`config.mk`:
```
export PLATFORM = sky130hd
export DESIGN_NAME = ghost_move_scheduler
export DESIGN_NICKNAME = d
export VERILOG_FILES = /design/src/rtl/ghost_pkg.sv /design/src/rtl/ghost_rr_pick.sv /design/src/rtl/ghost_move_scheduler.sv
export SDC_FILE = /design/constraint.sdc
export NUM_CORES = 1
export LEC_CHECK = 0
export ABC_AREA = 1
export CELL_PAD_IN_SITES_DETAIL_PLACEMENT = 0
export CELL_PAD_IN_SITES_GLOBAL_PLACEMENT = 2
export CORE_UTILIZATION = 33
export CTS_BUF_LIST = sky130_fd_sc_hd__clkbuf_4 sky130_fd_sc_hd__clkbuf_8
export CTS_CLUSTER_DIAMETER = 120
export DETAILED_ROUTE_END_ITERATION = 12
export PLACE_DENSITY = 0.83
export SLEW_MARGIN = 5
export SYNTH_ARGS = -nofsm -noshare
export SYNTH_HDL_FRONTEND = slang
export SYNTH_HIERARCHICAL = 1
export SYNTH_SLANG_ARGS = --single-unit
```
`constraint.sdc`:
```
create_clock -name clk -period 2.8 [get_ports clk]
set_input_delay 0.28 -clock clk [delete_from_list [all_inputs] [get_ports clk]]
set_output_delay 0.28 -clock clk [all_outputs]
set_load 0.02 [all_outputs]
```
`src/rtl/ghost_pkg.sv`:
```
`default_nettype none
// ============================================================================
// Module  : ghost_pkg
// Brief   : Shared definitions for the ghost move scheduler: default ghost
//           count, scheduler state encoding, pointer width and period clamp.
// Rev     : 1.0 - initial release
// ============================================================================
package ghost_pkg;

  localparam int c_num_ghosts_def = 4;

  typedef enum logic [1:0] {
    ST_FROZEN   = 2'd0,
    ST_COUNT    = 2'd1,
    ST_DISPATCH = 2'd2
  } sched_state_t;

  // Width of a pointer that selects one of n ghosts (never zero).
  function automatic int ptr_w(input int n);
    return (n > 1) ? $clog2(n) : 1;
  endfunction

  // Move period after the score-dependent reduction, floored at min_p.
  // An offset at or beyond the base period also lands on the floor.
  function automatic logic [31:0] clamp_period(input logic [31:0] base_p,
                                               input logic [31:0] min_p,
                                               input logic [25:0] offset);
    logic [31:0] off_w;
    logic [31:0] diff;
    off_w = {6'd0, offset};
    diff  = base_p - off_w;
    if (off_w >= base_p)
      return min_p;
    else if (diff > min_p)
      return diff;
    else
      return min_p;
  endfunction

endpackage
`default_nettype wire

```
`src/rtl/ghost_rr_pick.sv`:
```
`default_nettype none
// ============================================================================
// Module  : ghost_rr_pick
// Brief   : Round-robin pick of the first pending ghost at or after the start
//           pointer, wrapping to bit 0. Produces a one-hot (or zero) grant.
// Rev     : 1.0 - initial release
// ============================================================================
module ghost_rr_pick
  import ghost_pkg::*;
#(
  parameter int NUM_GHOSTS = c_num_ghosts_def
) (
  input  logic [NUM_GHOSTS-1:0]        i_pending,
  input  logic [ptr_w(NUM_GHOSTS)-1:0] i_rr_ptr,
  output logic [NUM_GHOSTS-1:0]        o_grant
);

  logic [NUM_GHOSTS-1:0] w_thresh;
  logic [NUM_GHOSTS-1:0] w_upper;
  logic [NUM_GHOSTS-1:0] w_sel;

  // Bits at or above the pointer take priority; otherwise wrap to the
  // lowest pending bit. x & -x isolates the lowest set bit.
  assign w_thresh = {NUM_GHOSTS{1'b1}} << i_rr_ptr;
  assign w_upper  = i_pending & w_thresh;
  assign w_sel    = (w_upper != '0) ? w_upper : i_pending;
  assign o_grant  = w_sel & (-w_sel);

endmodule
`default_nettype wire

```
`src/rtl/ghost_move_scheduler.sv`:
```
`default_nettype none
// ============================================================================
// Module  : ghost_move_scheduler
// Brief   : Period timer that, on each tick, queues the chase-enabled ghosts
//           and strobes them one per cycle in rotating order. Also drives the
//           face animation phase.
// Config  : define GHOST_SCHED_STATS_EN to build the tick/overrun counters;
//           otherwise both statistic outputs are tied to zero.
// Rev     : 1.0 - initial release
// ============================================================================
module ghost_move_scheduler
  import ghost_pkg::*;
#(
  parameter int NUM_GHOSTS  = c_num_ghosts_def,
  parameter int BASE_PERIOD = 4600000,
  parameter int MIN_PERIOD  = 100000,
  parameter int FACE_PERIOD = 40000000
) (
  input  logic                  clk,
  input  logic                  reset,
  input  logic                  i_run,
  input  logic [25:0]           i_speed_offset,
  input  logic [NUM_GHOSTS-1:0] i_zone_en,
  output logic [NUM_GHOSTS-1:0] o_move_stb,
  output logic                  o_face_phase,
  output logic                  o_busy,
  output logic [15:0]           o_tick_count,
  output logic [7:0]            o_overrun_count
);

  localparam int c_max_p = (BASE_PERIOD > MIN_PERIOD) ? BASE_PERIOD : MIN_PERIOD;
  localparam int c_tw    = $clog2(c_max_p + 1);
  localparam int c_fw    = (FACE_PERIOD > 1) ? $clog2(FACE_PERIOD) : 1;
  localparam int c_pw    = ptr_w(NUM_GHOSTS);

  sched_state_t          r_state, w_state_nxt;
  logic [c_tw-1:0]       r_timer, w_timer_nxt;
  logic [c_tw-1:0]       r_period, w_period_nxt, w_period_new;
  logic [NUM_GHOSTS-1:0] r_pending, w_pending_nxt;
  logic [c_pw-1:0]       r_rr_ptr, w_rr_ptr_nxt;
  logic [c_fw-1:0]       r_face;
  logic [NUM_GHOSTS-1:0] w_grant;
  logic                  w_tick;

  ghost_rr_pick #(.NUM_GHOSTS(NUM_GHOSTS)) u_pick (
    .i_pending (r_pending),
    .i_rr_ptr  (r_rr_ptr),
    .o_grant   (w_grant)
  );

  assign w_period_new = c_tw'(clamp_period(32'(BASE_PERIOD), 32'(MIN_PERIOD), i_speed_offset));
  assign w_tick       = (r_state != ST_FROZEN) && (r_timer == r_period - c_tw'(1));

  // Strobes are suppressed as soon as run drops, so a freeze never emits a move.
  assign o_move_stb   = (r_state == ST_DISPATCH && i_run) ? w_grant : '0;
  assign o_busy       = (r_state == ST_DISPATCH);
  assign o_face_phase = (r_face >= c_fw'(FACE_PERIOD / 2));

  // State register plus timer, period latch, pending vector and start pointer.
  always_ff @(posedge clk or posedge reset) begin
    if (reset) begin
      r_state   <= ST_FROZEN;
      r_timer   <= '0;
      r_period  <= '0;
      r_pending <= '0;
      r_rr_ptr  <= '0;
    end else begin
      r_state   <= w_state_nxt;
      r_timer   <= w_timer_nxt;
      r_period  <= w_period_nxt;
      r_pending <= w_pending_nxt;
      r_rr_ptr  <= w_rr_ptr_nxt;
    end
  end

  // Next-state: freeze on run low, restart a period on run high, else time and dispatch.
  always_comb begin
    w_state_nxt   = r_state;
    w_timer_nxt   = r_timer;
    w_period_nxt  = r_period;
    w_pending_nxt = r_pending;
    w_rr_ptr_nxt  = r_rr_ptr;
    if (!i_run) begin
      w_state_nxt   = ST_FROZEN;
      w_timer_nxt   = '0;
      w_pending_nxt = '0;
    end else begin
      case (r_state)
        ST_FROZEN: begin
          w_state_nxt  = ST_COUNT;
          w_timer_nxt  = '0;
          w_period_nxt = w_period_new;
        end
        ST_COUNT, ST_DISPATCH: begin
          w_pending_nxt = r_pending & ~o_move_stb;
          if (w_tick) begin
            w_timer_nxt   = '0;
            w_period_nxt  = w_period_new;
            w_pending_nxt = w_pending_nxt | i_zone_en;
            w_state_nxt   = ST_DISPATCH;
            w_rr_ptr_nxt  = (r_rr_ptr == c_pw'(NUM_GHOSTS - 1)) ? '0 : r_rr_ptr + c_pw'(1);
          end else begin
            w_timer_nxt = r_timer + c_tw'(1);
            if (r_state == ST_DISPATCH && w_pending_nxt == '0)
              w_state_nxt = ST_COUNT;
          end
        end
        default: w_state_nxt = ST_FROZEN;
      endcase
    end
  end

  // Face animation counter advances only while running; holds when frozen.
  always_ff @(posedge clk or posedge reset) begin
    if (reset)
      r_face <= '0;
    else if (i_run && r_state != ST_FROZEN)
      r_face <= (r_face == c_fw'(FACE_PERIOD - 1)) ? '0 : r_face + c_fw'(1);
  end

`ifdef GHOST_SCHED_STATS_EN
  logic [15:0] r_tick_count;
  logic [7:0]  r_overrun_count;
  logic        w_tick_evt;

  assign w_tick_evt = i_run && w_tick;

  // Tick count wraps; an overrun is a tick arriving with moves still queued.
  always_ff @(posedge clk or posedge reset) begin
    if (reset) begin
      r_tick_count    <= '0;
      r_overrun_count <= '0;
    end else if (w_tick_evt) begin
      r_tick_count <= r_tick_count + 16'd1;
      if (r_pending != '0 && r_overrun_count != 8'hFF)
        r_overrun_count <= r_overrun_count + 8'd1;
    end
  end

  assign o_tick_count    = r_tick_count;
  assign o_overrun_count = r_overrun_count;
`else
  assign o_tick_count    = '0;
  assign o_overrun_count = '0;
`endif

endmodule
`default_nettype wire

```
# Word level (Yosys, flattened, before mapping)

Index checks and enable logic that the tools add are counted.

$add $sub $neg: 6
Order comparisons: 3
Eq/ne operators: 9
Shift-type cells: 1
Muxes and demuxes: 18
Bitwise operators: 5
Reductions and logical operators: 12

Operators by type and width:

| operator                                                             | count |
|---|---|
| two-way mux 23 bit                                                   | 5 |
| case mux 23 bit (2 select lines)                                     | 2 |
| greater-than comparator 32 x 17 -> 1 bit (second input constant)     | 1 |
| subtractor 23 x 26 -> 27 bit (first input constant)                  | 1 |
| adder 26 x 1 -> 26 bit (second input constant)                       | 1 |
| == test 26 bit (second input constant)                               | 1 |
| greater-or-equal comparator 26 x 23 -> 1 bit (second input constant) | 1 |
| greater-or-equal comparator 26 x 25 -> 1 bit (second input constant) | 1 |
| two-way mux 26 bit                                                   | 1 |
| adder 23 x 1 -> 23 bit (second input constant)                       | 1 |
| == test 23 bit                                                       | 1 |
| subtractor 23 x 1 -> 23 bit (second input constant)                  | 1 |
| two-way mux 4 bit                                                    | 5 |
| bitwise AND 4 bit                                                    | 3 |
| two-way mux 2 bit                                                    | 4 |
| AND reduction 3 bit                                                  | 2 |
| == test 2 bit (second input constant)                                | 2 |
| logical AND 1 bit                                                    | 4 |
| zero test 4 bit                                                      | 1 |
| inequality test 4 bit (second input constant)                        | 1 |
| negation 4 bit                                                       | 1 |
| inverter 4 bit                                                       | 1 |
| bitwise OR 4 bit                                                     | 1 |
| case mux 2 bit (2 select lines)                                      | 1 |
| other kinds (10)                                                     | 11 |

Register bits: 80
Input bits: 33
Output and inout port bits: 30
Word-level logic and storage cells: 60

# Depth between registers and ports, before layout

Gate-level depths: netlist (run 1).

Depth in word-level cells: 15
Mapped depth: 20
Gate-level depth less buffers: 20

# Hierarchy

Netlist (run 1), hierarchy kept.

Modules (own cells, without submodules):

| module               | instances | cells each | area each (um^2) | seq. area each (um^2) |
|---|---|---|---|---|
| ghost_move_scheduler | 1         | 1089       | 6959.2           | 2001.9 |
| ghost_rr_pick        | 1         | 18         | 76.3             | 0.0 |

# Worst setup path after synthesis (run 1)

No wires, ideal clock.

Path kind: register to register
Start: reg r_period[0]
End: reg r_period[8]
Setup time: 117 ps
Data arrival time: 2092 ps
Required time: 2683 ps
Setup slack: 592 ps
Stages on the path, launching flop included: 19
Buffers on the path: 1
Period minus slack after synthesis: 2208 ps
Cell sequence: dfrtp_1 -> inv_1 -> ha_1 -> nand2_1 -> nor2_2 -> nand2_1 -> nand3_1 -> nand2_1 -> nor2_1 -> nand2_1 -> nor2_1 -> nand3_1 -> nor2_4 -> nand4_4 -> nand2_4 -> inv_4 -> buf_6 -> nand2_1 -> nand2_1

Word-level cells in the longest chain between the ends: 5

RTL lines:

| element                                | line                       | RTL |
|---|---|---|
| from (decl)                            | ghost_move_scheduler.sv:38 | `logic [c_tw-1:0] r_period, w_period_nxt, w_period_new;` |
| from (signal assigned)                 | ghost_move_scheduler.sv:70 | `r_period <= w_period_nxt;` |
| subtractor 23 x 1 -> 23 bit            | ghost_move_scheduler.sv:52 | `assign w_tick = (r_state != ST_FROZEN) && (r_timer == r_period - c_tw'(1));` |
| == test 23 bit                         | ghost_move_scheduler.sv:52 |  |
| logical AND 1 bit                      | ghost_move_scheduler.sv:52 |  |
| inequality test 2 bit (no source line) | n/a                        |  |
| AND reduction 3 bit (no source line)   | n/a                        |  |

Every way passes these cells.
A chain may end at the register's enable or synchronous reset.

# Worst setup path in the final report (run 1)

Start: reg r_timer[0]
End: reg r_timer[22]

Word-level cells in the longest chain between the ends: 5

RTL lines:

| element                                                        | line                       | RTL |
|---|---|---|
| from (decl)                                                    | ghost_move_scheduler.sv:37 | `logic [c_tw-1:0] r_timer, w_timer_nxt;` |
| from (signal assigned)                                         | ghost_move_scheduler.sv:69 | `r_timer <= w_timer_nxt;` |
| branches (longest 2 deep; another with adder 23 x 1 -> 23 bit) | n/a                        |  |
| two-way mux 23 bit *                                           | ghost_move_scheduler.sv:96 | `if (w_tick) begin` |
| case mux 23 bit (2 select lines) *                             | ghost_move_scheduler.sv:88 | `case (r_state)` |
| two-way mux 23 bit *                                           | ghost_move_scheduler.sv:83 | `if (!i_run) begin` |

Mark *: on every way between the ends.

==> impl_metrics.tcl, run 1 <==
set metrics [dict create \
    postCtsSetupBuffers 0 \
    cts_sinks 80 \
    crit_arrival_ns 2.80 \
    r2r_start "r_timer[0]$_DFFE_PP0P_" \
    setup_viol 0 \
    syn_inst 1107 \
    criticalPathCategory "flop to flop" \
    ys_top_cells_by_area "dfrtp_1, nand2_1, nor2_1" \
    fillers 2355 \
    seq_area_frac_synth 0.285 \
    synth_cell_types 50 \
    portBuffers 38 \
    syn_avg_cell_area_um2 6.36 \
    cts_tree "yes" \
    via_count 6706 \
    grt_start_max_net_pins 81 \
    start_kind "flop" \
    drc 1 \
    run_status "complete, but fails checks" \
    finClkSkew_ns 0.0160 \
    antenna_found_initial 0 \
    clk_latency_ns 0.38 \
    grt_pass1_vias 6539 \
    max_freq_ghz 0.404 \
    vdd_drop_max_uv 204 \
    numCtsBuffers 9 \
    end_kind "flop" \
    critPathMaxFanout 6 \
    drt_iter0_markers 320 \
    startpoint "r_timer[0]$_DFFE_PP0P_" \
    timing.final.crit_share 0.884 \
    die_w_um 148 \
    track_usage 0.182 \
    leakage_nw 4.05 \
    diodes 0 \
    final_nets 1221 \
    finalCriticalPeriod_ns 2.48 \
    hp-class "primary input to async pin" \
    timing_max_transition_violations_final 0 \
    ys_ff_latch 80 \
    rsz0062_at_grt "false" \
    syn_area_mm2 0.00704 \
    rows 53 \
    wl_per_cell_um 12.9 \
    io_pins 63 \
    dr.pass1.iters 11 \
    required_ns 3.12 \
    cts_resized 0 \
    synth_edf_count 0 \
    clock_path_buffers 2 \
    ys_top_cells_by_count "nand2_1, nor2_1, inv_1" \
    grt_pass1_wl_mm 32.1 \
    postCtsHoldBufs 0 \
    p_per_area_mw_per_mm2 456 \
    async_flop_share 1.00 \
    area_delta_synth_final_pct 15.4 \
    clockRootBuffer "clkbuf_8" \
    final-hold-violation-count 0 \
    viasPerCell 4.61 \
    die_area_mm2 0.0219 \
    fin_tns_setup_ns 0 \
    die_y_um 148 \
    dp.final_hpwl_mm 15.2 \
    totalPowerFinal_mw 3.70 \
    wirelength_mm 18.8 \
    routabilityCongestion 0.849 \
    initial_utilization 0.336 \
    yosysMostFrequentCell "nand2_1" \
    synthFlopType "dfrtp_1" \
    drt.antenna.violating_nets 0 \
    core_mm2 0.0210 \
    yosys_warnings 6 \
    gr-total-overflow 0 \
    path_clk_slew_ns 0.09 \
    htreeDepth 3 \
    drive_gt1_frac 0.108 \
    yosysTopAreaCell "dfrtp_1" \
    maxCapViolCount 0 \
    violations "DRC" \
    synth_top_area_frac 0.285 \
]
through the flow:
| step | hold WS, ns | setup slack (ns) | utilization | cells | instance area, um^2 |
|---|---|---|---|---|---|
| 6_report | 0.292 | 0.324 | 0.387 | 1456 | 8120 |
| 2_1_floorplan | 0.390 | 0.468 | - | 1130 | 7120 |
| 5_1_grt | 0.336 | 0.0265 | 0.387 | 1456 | 8120 |
| 3_5_place_dp | 0.486 | 0.0329 | 0.376 | 1441 | 7880 |
| 3_3_place_gp | 0.494 | 0.0253 | 0.376 | 1441 | 7880 |
| 4_1_cts | 0.303 | 0.136 | 0.387 | 1456 | 8120 |
placed cells by master, fill, tap and decap left out, types with 6 or more instances in the layout:
| cell | count |
|---|---|
| dfrtp_1 | 80 |
| or2_2 | 6 |
| xor2_1 | 30 |
| buf_4 | 39 |
| inv_1 | 132 |
| o22ai_1 | 7 |
| nand3_2 | 12 |
| conb_1 | 24 |
| ha_1 | 11 |
| nor2_2 | 13 |
| nor4_1 | 7 |
| nand2_2 | 6 |
| clkbuf_8 | 9 |
| o21ai_1 | 22 |
| nor3_1 | 13 |
| nor2_1 | 136 |
| nand3b_1 | 9 |
| clkdlybuf4s50_1 | 37 |
| nand2_1 | 345 |
| a21oi_1 | 20 |
| xnor2_1 | 15 |
| nand4_1 | 22 |
| o21ai_0 | 22 |
| inv_2 | 14 |
| nand3_1 | 97 |
critical path: stages, from the launching register on:
cell and delay, ns:
dfrtp_1 0.43, ha_1 0.24, nand2_1 0.07, nor2_1 0.16, nand2_1 0.14, nor3_2 0.30, nand2_1 0.14, nor2_1 0.20
and3_1 0.25, nand3_1 0.11, xor2_1 0.15, nor2_1 0.13, nand2_1 0.06, nand2_1 0.05
area by class of cell:
| class | count | area (um^2) | area share |
|---|---|---|---|
| clock buffer | 9 | 124 | 0.0153 |
| sequential | 80 | 2000 | 0.247 |
| clock inverter | 6 | 109 | 0.0134 |
| multi-input combinational | 855 | 4230 | 0.521 |
| inverter | 151 | 571 | 0.0703 |
| timing repair buffer | 80 | 736 | 0.0906 |
| tap | 275 | 344 | 0.0424 |
per-layer routing:
layer / wire, um / track usage
met4: 290 / 0.0634
met5: 0 / 0
met3: 301 / 0.0188
met2: 8550 / 0.297
met1: 9710 / 0.250
flip-flops by register name, summed over array words and instances (netlist names):
register,count
r_pending,4
r_rr_ptr,2
r_face,26
r_period,23
r_timer,23
r_state,2
logic make-up (layout without fill, tap and decap cells):
| logic type | count (synthesis) | count (layout) | share of synthesized area |
|---|---|---|---|
| fa+ha+maj | 11 | 11 | 0.0196 |
| buf+inv | 195 | 246 | 0.126 |
| other cells | 1 | 24 | 0.000533 |
| simple gates | 688 | 688 | 0.443 |
| compound gates | 87 | 87 | 0.0699 |
| xor+xnor | 45 | 45 | 0.0560 |
| flops | 80 | 80 | 0.285 |
report_power, final:
part           switching (mW)  leakage [nW]  total, mW  internal, mW
Combinational           0.827          2.88       1.28         0.458
Clock                   0.457         0.119       1.04         0.586
Sequential              0.117          1.04       1.37          1.26
Total                    1.40          4.05       3.70          2.30
path summary, 6_finish.rpt:
check,endpoint,slack [ns],cells past startpoint
hold / removal,r_face[23]$_DFFE_PP0P_,0.29,3
max in group asynchronous,r_timer[6]$_DFFE_PP0P_,2.13,3
setup reg to reg,r_timer[22]$_DFFE_PP0P_,0.32,13
hold reg to reg,r_face[23]$_DFFE_PP0P_,0.51,1
min in group clk,r_face[23]$_DFFE_PP0P_,0.51,1
setup / recovery,r_timer[22]$_DFFE_PP0P_,0.32,13
No activity file was read; power rests on OpenSTA's default activity.
==> run 2: changes to the inputs <==
--- a/config.mk
+++ b/config.mk
@@ -8,10 +8,12 @@
 export ABC_AREA = 1
 export CELL_PAD_IN_SITES_DETAIL_PLACEMENT = 0
 export CELL_PAD_IN_SITES_GLOBAL_PLACEMENT = 2
+export CORE_MARGIN = 2
 export CORE_UTILIZATION = 33
 export CTS_BUF_LIST = sky130_fd_sc_hd__clkbuf_4 sky130_fd_sc_hd__clkbuf_8
 export CTS_CLUSTER_DIAMETER = 120
 export DETAILED_ROUTE_END_ITERATION = 12
+export GPL_TIMING_DRIVEN = 0
 export PLACE_DENSITY = 0.83
 export SLEW_MARGIN = 5
 export SYNTH_ARGS = -nofsm -noshare
==> impl_metrics.tcl, run 2 (synthesized netlist as in run 1, its figures left out) <==
set metrics [dict create \
    drive_gt1_frac 0.112 \
    placed_area_mm2 0.00788 \
    cpMaxStageDelayCell "dfrtp_1" \
    max_freq_ghz 0.390 \
    pre_cts_ws_ns -0.191 \
    leakage_nw 4.06 \
    cts_tree "yes" \
    final_cell_mix "nand2_1, nor2_1, inv_1, nand3_1, dfrtp_1" \
    die_y_um 150 \
    cp_num_buf_inv 3 \
    fin_tns_setup_ns 0 \
    layout_commonest_cell "nand2_1" \
    largest_reg_flops 26 \
    end_kind "flop" \
    portBuffers 38 \
    reg2reg_depth 17 \
    design_area_mm2 0.00820 \
    grt-busiest-layer "met2" \
    timing.final.crit_share 0.916 \
    diodes 0 \
    critical_path.top_delay_family "simple AND/OR/NAND/NOR gates" \
    rows 53 \
    wl_per_cell_um 12.8 \
    wirelength_mm 18.7 \
    vdd_drop_max_uv 224 \
    core_mm2 0.0210 \
    layout.cells.non_filler 1465 \
    max_stage_delay_ns 0.40 \
    grt_pass1_vias 6382 \
    dp.final_hpwl_mm 15.3 \
    required_ns 3.06 \
    r2r_start "r_period[0]$_DFFE_PP0P_" \
    run_status "finished clean" \
    gr-total-overflow 0 \
    antenna_found_initial 0 \
    p_per_area_mw_per_mm2 448 \
    maxCapViolCount 0 \
    place_inst 1444 \
    grtUsageMet3 0.0241 \
    grt_start_max_net_pins 46 \
    dr.pass1.iters 4 \
    timing_max_transition_violations_final 0 \
    top_register "r_face" \
    hp-class "primary input to async pin" \
    reg.largest.list "r_face x26, r_period x23, r_timer x23" \
    finalCriticalPeriod_ns 2.57 \
    initial_utilization 0.336 \
    clock_path_buffers 2 \
    final-hold-violation-count 0 \
    r2r_end "r_timer[11]$_DFFE_PP0P_" \
    viasPerCell 4.54 \
    fillers 2347 \
    use_met1 0.238 \
    setup_viol 0 \
    die_area_mm2 0.0225 \
    cts_sinks 80 \
    drc 0 \
    clockRootBuffer "clkbuf_8" \
    io_pins 63 \
    finClkSkew_ns 0.0173 \
    final_nets 1229 \
    totalPowerFinal_mw 3.67 \
    criticalPathCategory "flop to flop" \
    holdWs_ns 0.272 \
    drt_iter0_markers 283 \
    tightest_slew_ns 0.598 \
    reg2reg_setup_slack_ns 0.23 \
    track_usage 0.174 \
    routabilityCongestion 0.831 \
    postCtsHoldBufs 0 \
    path_common_cell "nand2_1" \
    die_w_um 150 \
    path_clk_slew_ns 0.09 \
    start_kind "flop" \
    fin_ws_ns 0.234 \
    numCtsBuffers 9 \
    grt_pass1_wl_mm 31.2 \
    htreeDepth 3 \
    clk_latency_ns 0.38 \
    area_delta_synth_final_pct 16.6 \
    relSlewSlack 0.601 \
    drt.antenna.violating_nets 0 \
    crit_arrival_ns 2.82 \
    via_count 6658 \
    critPathMaxFanout 10 \
    fin_util 0.391 \
    grtUsageMet2 0.288 \
    crit_path_cell_trace "inv_1 -> ha_4 -> nand2_1 -> nor2_4 -> buf_4 -> nand2_1 -> nand2_1 -> nand2_1 -> nand2_1 -> nand4_1 -> nor2_1 -> nand3_1 -> nor2_4 -> nand2_2 -> nand3_4 -> buf_6 -> o21ai_1" \
]
[run 2: cell count changes in the layout (fill, tap and decap cells not counted), sizes merged]
cell | previous run | this run
clkbuf | 9 | 22
buf | 42 | 39
bufinv | 3 | 2
clkinv | 7 | 4
clkinvlp | 0 | 2
inv | 147 | 148
[run 2: final cells by class]
| cell class | count | area [um^2] | area share |
|---|---|---|---|
| buffer | 44 | 318 | 0.0388 |
| clock buffer | 11 | 145 | 0.0177 |
| clock inverter | 5 | 80.1 | 0.00977 |
| inverter | 151 | 572 | 0.0697 |
| multi-input combinational | 855 | 4290 | 0.523 |
| sequential | 80 | 2000 | 0.244 |
| tap | 275 | 344 | 0.0420 |
| timing repair buffer | 44 | 448 | 0.0546 |
[run 2: worst max path at each step]
stage                                         end  slack (ns)                    start  cells past startpoint
after global routing      r_timer[16]$_DFFE_PP0P_      -0.007  r_period[0]$_DFFE_PP0P_                     15
after floorplan             r_face[0]$_DFFE_PP0P_        0.47                    reset                      1
after detailed placement  r_period[5]$_DFFE_PP0P_       -0.19        i_speed_offset[0]                     20
after global placement     r_timer[3]$_DFFE_PP0P_       -1.13                    reset                      2
after CTS                 r_period[6]$_DFFE_PP0P_        0.06  r_period[0]$_DFFE_PP0P_                     18
final                     r_timer[11]$_DFFE_PP0P_        0.23  r_period[0]$_DFFE_PP0P_                     17
[run 2: worst register-to-register path, cell delays in order (launching register included)]
cell and delay [ns]:
dfrtp_1 0.40, inv_1 0.14, ha_4 0.20, nand2_1 0.13, nor2_4 0.14, buf_4 0.13
nand2_1 0.07, nand2_1 0.10, nand2_1 0.06, nand2_1 0.05, nand4_1 0.10, nor2_1 0.12
nand3_1 0.13, nor2_4 0.16, nand2_2 0.12, nand3_4 0.16, buf_6 0.18, o21ai_1 0.07
[run 2: routing by layer]
metal	share of wire	wire, um
met1	0.50	9440
met2	0.46	8600
met3	0.025	465
met4	0.012	218
met5	0	0
[run 2: power breakdown]
part / internal (mW) / switching [mW] / leakage (nW)
clock: 0.535 / 0.454 / 0.109
combinational: 0.469 / 0.845 / 2.91
sequential: 1.26 / 0.111 / 1.04
[run 2: repair_timing]
| action | in CTS | in global routing |
|---|---|---|
| buffers inserted | 0 | 5 |
| setup endpoints to repair | 35 | 37 |
| pin swaps | 0 | 4 |
| gates resized for setup | 3 | 11 |
==> run 3: changes to the inputs <==
--- a/config.mk
+++ b/config.mk
@@ -8,6 +8,7 @@
 export ABC_AREA = 1
 export CELL_PAD_IN_SITES_DETAIL_PLACEMENT = 0
 export CELL_PAD_IN_SITES_GLOBAL_PLACEMENT = 2
+export CORE_ASPECT_RATIO = 1.4
 export CORE_MARGIN = 2
 export CORE_UTILIZATION = 33
 export CTS_BUF_LIST = sky130_fd_sc_hd__clkbuf_4 sky130_fd_sc_hd__clkbuf_8
==> impl_metrics.tcl, run 3 (synthesized netlist as in run 1, its figures left out) <==
set metrics [dict create \
    maxCapViolCount 0 \
    drc 0 \
    vdd_drop_max_uv 181 \
    cts_tree "yes" \
    via_count 6701 \
    cpMaxStageDelayCell "dfrtp_1" \
    portBuffers 38 \
    rsz0062_at_grt "false" \
    htreeDepth 3 \
    fillers 2316 \
    drt_iter0_markers 297 \
    gr-total-overflow 0 \
    max_freq_ghz 0.380 \
    numCtsBuffers 9 \
    required_ns 3.07 \
    run_status "finished clean" \
    path_clk_slew_ns 0.09 \
    crit_path_cell_trace "inv_1 -> ha_4 -> nand2_1 -> nor2_4 -> buf_4 -> nand2_1 -> o21ai_1 -> nand2_1 -> nand2_1 -> nand3_1 -> nor2_4 -> nand2_2 -> nand3_4 -> buf_6 -> o21ai_1" \
    clk_latency_ns 0.39 \
    leakage_nw 4.07 \
    postCtsHoldBufs 0 \
    start_kind "flop" \
    die_y_um 177 \
    layout_commonest_cell "nand2_1" \
    io_pins 63 \
    viasPerCell 4.62 \
    tightest_slew_ns 0.520 \
    critPathMaxFanout 10 \
    die_area_mm2 0.0225 \
    grt_pass1_vias 6595 \
    drt.antenna.violating_nets 0 \
    dr.pass1.iters 4 \
    criticalPathCategory "flop to flop" \
    wirelength_mm 19.4 \
    largest_reg_flops 26 \
    crit_arrival_ns 2.90 \
    final_cell_mix "nand2_1, nor2_1, inv_1, nand3_1, dfrtp_1" \
    top_register "r_face" \
    core_mm2 0.0210 \
    multi_input_area_mm2 0.00429 \
    holdWs_ns 0.175 \
    hp-class "primary input to async pin" \
    dp.final_hpwl_mm 16.1 \
    relSlewSlack 0.653 \
    p_per_area_mw_per_mm2 446 \
    setup_viol 0 \
    diodes 0 \
    die_w_um 127 \
    end_kind "flop" \
    rows 63 \
    initial_utilization 0.334 \
    grt_pass1_wl_mm 32.0 \
    reg2reg_depth 15 \
    finClkSkew_ns 0.0155 \
    track_usage 0.180 \
    drive_gt1_frac 0.114 \
    timing.final.crit_share 0.940 \
    seq_area_mm2 0.00200 \
    path_common_cell "nand2_1" \
    clock_path_buffers 2 \
    finalCriticalPeriod_ns 2.63 \
    final-hold-violation-count 0 \
    wl_per_cell_um 13.4 \
    timing_max_transition_violations_final 0 \
    reg.largest.list "r_face x26, r_period x23, r_timer x23" \
    final_nets 1231 \
    routabilityCongestion 0.840 \
    max_stage_delay_ns 0.42 \
    area_delta_synth_final_pct 16.4 \
    fin_util 0.389 \
    clockRootBuffer "clkbuf_8" \
    cts_sinks 80 \
    grt_start_max_net_pins 65 \
    antenna_found_initial 0 \
]
[run 3: cell count changes in the layout (fill, tap and decap cells not counted), moves of 2 or more]
cell	change
nand2_2	+2
buf_4	+2
nor2_1	-2
clkbuf_8	+2
[run 3: power by group]
part,internal (mW),total [mW],leakage [nW],switching [mW]
Sequential,1.26,1.37,1.04,0.107
Clock,0.485,0.945,0.109,0.460
Combinational,0.474,1.34,2.92,0.868
Total,2.22,3.65,4.07,1.44
[run 3: layout make-up]
cell class              count  share of cell area
plain buffers              44              0.0388
clock inverters             4             0.00627
flip-flops and latches     80               0.244
inverters                 151              0.0698
well taps                 260              0.0397
repair buffers             46              0.0565
multi-input cells         855               0.524
clock buffers              12              0.0202
[run 3: what timing repair did]
item | in CTS | in global routing
setup buffers | 0 | 7
gates resized for setup | 5 | 10
pin swaps | 0 | 5
endpoints found under the hold margin | 0 | 0
endpoints found under the setup margin | 40 | 39
[run 3: worst max-delay path: cells and delay by family (launching register included)]
kind | cells | cell delay, ns
AND/OR/NAND/NOR | 9 | 1.18
buffers and inverters | 3 | 0.48
flip-flops | 1 | 0.42
adder cells (fa/ha/maj) | 1 | 0.21
AO/OA/AOI/OAI | 2 | 0.24
[run 3: path summary, 6_finish.rpt]
| kind | from | endpoint | slack, ns |
|---|---|---|---|
| setup / recovery | r_period[0]$_DFFE_PP0P_ | r_timer[11]$_DFFE_PP0P_ | 0.17 |
| hold / removal | reset | r_face[21]$_DFFE_PP0P_ | 0.17 |
| setup reg to reg | r_period[0]$_DFFE_PP0P_ | r_timer[11]$_DFFE_PP0P_ | 0.17 |
| hold reg to reg | r_period[1]$_DFFE_PP0P_ | r_period[1]$_DFFE_PP0P_ | 0.49 |
| max in group asynchronous | reset | r_timer[2]$_DFFE_PP0P_ | 2.03 |
| min in group clk | r_period[1]$_DFFE_PP0P_ | r_period[1]$_DFFE_PP0P_ | 0.49 |
[run 3: stage by stage]
step                      instances  TNS [ns]  setup WS, ns  total power [mW]  cell area (um^2)
after floorplan                1130         0         0.468              2.35              7120
after global routing           1452         0       0.00959              3.92              8190
final                          1452         0         0.169              3.65              8190
after CTS                      1445         0        0.0575              3.69              8110
after global placement         1428    -88.43         -1.04              2.70              7830
after detailed placement       1429     -6.14        -0.271              2.71              7860
[run 3: per-layer routing]
layer | wire length, um | up-vias | GRT usage
met2 | 10900 | 80 | 0.359
met3 | 356 | 21 | 0.0196
met1 | 7730 | 2986 | 0.192
met4 | 425 | 0 | 0.0627
li1 | - | 3614 | -
met5 | 0 | - | 0
